$ cat config.mk
export PLATFORM = sky130hd
export DESIGN_NAME = mem_boot_loader
export DESIGN_NICKNAME = d
export VERILOG_FILES = /design/src/rtl/mem_boot_loader.sv
export SDC_FILE = /design/constraint.sdc
export NUM_CORES = 1
export LEC_CHECK = 0
export BUFFER_PORTS_ARGS = -buffer_cell sky130_fd_sc_hd__buf_2
export CAP_MARGIN = 30
export CELL_PAD_IN_SITES_DETAIL_PLACEMENT = 0
export CELL_PAD_IN_SITES_GLOBAL_PLACEMENT = 1
export CORE_MARGIN = 2
export CORE_UTILIZATION = 30
export DETAILED_ROUTE_END_ITERATION = 7
export PLACE_DENSITY = 0.62
export SLEW_MARGIN = 10
export SYNTH_ARGS = -nofsm -noshare
export SYNTH_HDL_FRONTEND = slang
export SYNTH_SLANG_ARGS = --single-unit
$ cat constraint.sdc
create_clock -name clk -period 2.8 [get_ports clk]
set_clock_uncertainty 0.1 [all_clocks]
set_input_delay 0.56 -clock clk [delete_from_list [all_inputs] [get_ports clk]]
set_output_delay 0.56 -clock clk [all_outputs]
set_load 0.1 [all_outputs]
$ cat src/rtl/mem_boot_loader.sv
// mem_boot_loader: loads a word image from a byte stream into a single-port
// memory while holding the core in reset, then releases the core.
// Bytes arrive big-endian: the first byte of each group of four is bits [31:24].
module mem_boot_loader #(
   parameter int ADDR_WIDTH = 8,
   parameter int DATA_WIDTH = 32,
   parameter int BASE_ADDR  = 0
) (
   input  logic                  clk,
   input  logic                  reset,
   input  logic                  start,
   input  logic [ADDR_WIDTH:0]   word_count,
   input  logic                  in_valid,
   input  logic [7:0]            in_data,
   output logic                  in_ready,
   output logic                  mem_we,
   output logic [ADDR_WIDTH-1:0] mem_addr,
   output logic [DATA_WIDTH-1:0] mem_wdata,
   output logic                  core_reset,
   output logic                  busy,
   output logic                  done
);

   typedef enum logic [1:0] {
      ST_IDLE  = 2'd0,
      ST_LOAD  = 2'd1,
      ST_WRITE = 2'd2,
      ST_DONE  = 2'd3
   } state_t;

   localparam logic [ADDR_WIDTH-1:0] BASE_W = ADDR_WIDTH'(BASE_ADDR);

   state_t                  state_q, state_d;
   logic [ADDR_WIDTH:0]     remaining_q, remaining_d;
   logic [ADDR_WIDTH-1:0]   index_q, index_d;
   logic [1:0]              byte_cnt_q, byte_cnt_d;
   // Only the first three bytes need holding; the fourth goes straight into the word.
   logic [DATA_WIDTH-9:0]   shift_q, shift_d;
   logic [ADDR_WIDTH-1:0]   mem_addr_q, mem_addr_d;
   logic [DATA_WIDTH-1:0]   mem_wdata_q, mem_wdata_d;
   logic                    in_ready_q, in_ready_d;
   logic                    mem_we_q, mem_we_d;
   logic                    core_reset_q, core_reset_d;
   logic                    busy_q, busy_d;
   logic                    done_q, done_d;
   logic                    byte_xfer_s;

   // Next-state, counter and registered-output computation.
   always_comb begin
      state_d     = state_q;
      remaining_d = remaining_q;
      index_d     = index_q;
      byte_cnt_d  = byte_cnt_q;
      shift_d     = shift_q;
      mem_addr_d  = mem_addr_q;
      mem_wdata_d = mem_wdata_q;
      // in_ready_q is only ever high in LOAD, so this is the handshake.
      byte_xfer_s = in_valid && in_ready_q;

      case (state_q)
         ST_IDLE, ST_DONE: begin
            if (start) begin
               remaining_d = word_count;
               index_d     = '0;
               byte_cnt_d  = 2'd0;
               shift_d     = '0;
               state_d     = (word_count == '0) ? ST_DONE : ST_LOAD;
            end else begin
               state_d = state_q;
            end
         end
         ST_LOAD: begin
            // start is deliberately not looked at here: a load cannot be restarted.
            if (byte_xfer_s) begin
               shift_d    = {shift_q[DATA_WIDTH-17:0], in_data};
               byte_cnt_d = byte_cnt_q + 2'd1;
               if (byte_cnt_q == 2'd3) begin
                  state_d     = ST_WRITE;
                  mem_wdata_d = {shift_q, in_data};
                  mem_addr_d  = BASE_W + index_q;
               end else begin
                  state_d = ST_LOAD;
               end
            end else begin
               state_d = ST_LOAD;
            end
         end
         ST_WRITE: begin
            index_d     = index_q + ADDR_WIDTH'(1);
            remaining_d = remaining_q - (ADDR_WIDTH+1)'(1);
            state_d     = (remaining_q > (ADDR_WIDTH+1)'(1)) ? ST_LOAD : ST_DONE;
         end
         default: begin
            state_d = ST_IDLE;
         end
      endcase

      // Outputs are registered images of the state being entered.
      in_ready_d   = (state_d == ST_LOAD);
      mem_we_d     = (state_d == ST_WRITE);
      busy_d       = (state_d == ST_LOAD) || (state_d == ST_WRITE);
      done_d       = (state_d == ST_DONE);
      core_reset_d = (state_d != ST_DONE);
   end

   // State, counters and output registers; async active-low reset.
   always_ff @(posedge clk or negedge reset) begin
      if (!reset) begin
         state_q      <= ST_IDLE;
         remaining_q  <= '0;
         index_q      <= '0;
         byte_cnt_q   <= 2'd0;
         shift_q      <= '0;
         mem_addr_q   <= '0;
         mem_wdata_q  <= '0;
         in_ready_q   <= 1'b0;
         mem_we_q     <= 1'b0;
         core_reset_q <= 1'b1;
         busy_q       <= 1'b0;
         done_q       <= 1'b0;
      end else begin
         state_q      <= state_d;
         remaining_q  <= remaining_d;
         index_q      <= index_d;
         byte_cnt_q   <= byte_cnt_d;
         shift_q      <= shift_d;
         mem_addr_q   <= mem_addr_d;
         mem_wdata_q  <= mem_wdata_d;
         in_ready_q   <= in_ready_d;
         mem_we_q     <= mem_we_d;
         core_reset_q <= core_reset_d;
         busy_q       <= busy_d;
         done_q       <= done_d;
      end
   end

   assign in_ready   = in_ready_q;
   assign mem_we     = mem_we_q;
   assign mem_addr   = mem_addr_q;
   assign mem_wdata  = mem_wdata_q;
   assign core_reset = core_reset_q;
   assign busy       = busy_q;
   assign done       = done_q;

endmodule

==> reports/qor.yml <==
outcome: "finished clean"
finalSetupTns_ps: 0
dr_total_vias: 2504
wl_met1_um: 3770
async_flop_share_pct: 100.0
worst_slew_pin_slew_ps: 642.9
min_period_over_period_pct: 79.58
die_w_um: 116.4
syn_nets: 320
critPathKind: "reg2reg"
cts_root_buf: "clkbuf_16"
yosys-top-cells-area: "dfrtp_1, mux2_2, a22o_1, ha_1, mux2_1"
synth_cell_types: 45
postRouteAntennaNets: 0
crit_path_start_kind: "flop"
grt_first_pass_wirelength_um: 12650
syn2layout_area_growth_pct: 23.52
hpwl_um: 5401
wirelength_um: 7848
dr_wl_met3_um: 256
synth_top_area_share_pct: 58.80
ys_ff_latch: 90
grt_antenna_before_repair: 0
worstHoldPathType: "in2async"
grt_pass1_vias: 2455
synth_area_mm2: 0.003787
route.met2.wl_um: 3702
worstPathMaxFanout: 12
yosys_warnings: 0
rows: 41
post_cts_resized: 0
synthFlopType: "dfrtp_1"
drt_iter0_markers: 147
antenna_cells: 0
post-route-min-period_ps: 2228
wire_per_inst_um: 14.67
drive_gt1_share_pct: 36.36
yosysTopAreaCell: "dfrtp_1"
clock.fmax_mhz: 448.8
end_kind: "flop"
via_per_inst: 4.680
setup_ws_ps: 571.8
drv_slew: 0
place.gp.congestion: 0.7936
grt_start_max_net_pins: 50
clockBufferDepth: 2
syn_area_per_cell_um2: 13.06
cts.clk_slew.worst_paths_ps: 60
htreeDepth: 3
rsz0062_at_grt: "no"
drt_pre_antenna_iters: 4
dr.max_layer_used: "met4"
pre_cts_slack_ps: 471.4
drc: 0
coreArea_mm2: 0.01247
boundaryPins: 66
port_buffers: 65
synth_edf_count: 0
worstPathArrival_ps: 2350
final_common_cell: "dfrtp_1"
holdBufCountCts: 0
hold_viol: 0
die_area_mm2: 0.01354
insertion_delay_ps: 340
cts_tree: "built"
grt_use_total_pct: 12.18
ys_seq_area_share_pct: 59.50
cts_inserted_buffers: 9
start_util_pct: 30.38
layout_common_cells: "dfrtp_1, buf_2, mux2_2"
crit_required_ps: 2920
slew_headroom_pct: 57.14
setup_viol: 0
cts_setup_buffers: 0
nets: 388
maxCapViolations: 0
die_h_um: 116.4
synthCells: 290
grt_overflow: 0
cts.sinks: 90
==> registers in the layout, summed over array words and instances, names as in the netlist <==
name / flops
state_q: 2
index_q: 8
core_reset: 1
byte_cnt_q: 2
done: 1
busy: 1
in_ready: 1
mem_we: 1
remaining_q: 9
mem_addr: 8
mem_wdata: 32
shift_q: 24
==> per-stage QoR <==
stage / area (um2) / hold WS [ps] / cells / utilization [%]
2_1_floorplan: 3787 / 164.4 / 290 / -
3_3_place_gp: 4344 / 366.6 / 518 / 34.85
3_5_place_dp: 4344 / 382.6 / 518 / 34.85
4_1_cts: 4663 / 167.6 / 534 / 37.41
5_1_grt: 4678 / 190.9 / 535 / 37.53
6_report: 4678 / 143.6 / 535 / 37.53
==> Yosys cell counts, types with 5 or more instances <==
cell type,number
mux2_2,37
nor2_1,10
nand4_1,5
o22a_1,5
dfrtp_1,89
nand3_1,5
ha_1,9
a21oi_1,8
mux2_1,5
inv_1,7
a22o_1,24
clkbuf_1,7
nand2_1,13
buf_1,5
o21ai_0,10
==> cells by family after synthesis <==
family / synth area share [%]
flops: 59.50
compound gates: 12.55
simple gates: 8.623
mux: 12.75
buf+inv: 2.445
fa+ha+maj: 2.973
xor+xnor: 1.156
==> worst max-delay path, stage by stage, from the launching register on <==
cell and delay [ps]:
dfrtp_1 370, inv_1 50, ha_1 500, nand2b_1 190
o21ai_0 430, inv_1 160, ha_1 320
==> cell type report <==
cell class / instances / area, um2
Inverter: 8 / 32.53
Clock inverter: 5 / 86.33
Sequential cell: 90 / 2253
Multi-Input combinational cell: 177 / 1445
Fill cell: 1241 / 7787
Tap cell: 172 / 215.2
Timing Repair Buffer: 72 / 412.9
Clock buffer: 11 / 232.7
==> metal layers <==
metal  track usage, %  vias up
met5                0        -
met4            5.476        0
met3            2.958        9
met2            18.57       44
met1            16.48     1253
li1                 -     1198
==> path summary, 6_finish.rpt <==
check	to	slack, ps	from	cells past startpoint
worst max-delay path	busy	570	state_q[0]	6
worst min-delay path	mem_wdata[28]	140	reset	1
worst max register to register	busy	570	state_q[0]	6
worst min register to register	byte_cnt_q[1]	390	byte_cnt_q[1]	2
max in group asynchronous	core_reset	1750	reset	2
min in group clk	shift_q[4]	350	in_data[4]	2
Power is not shown: default switching activity piles up to over one toggle a cycle in this logic, so the estimate is an artifact.
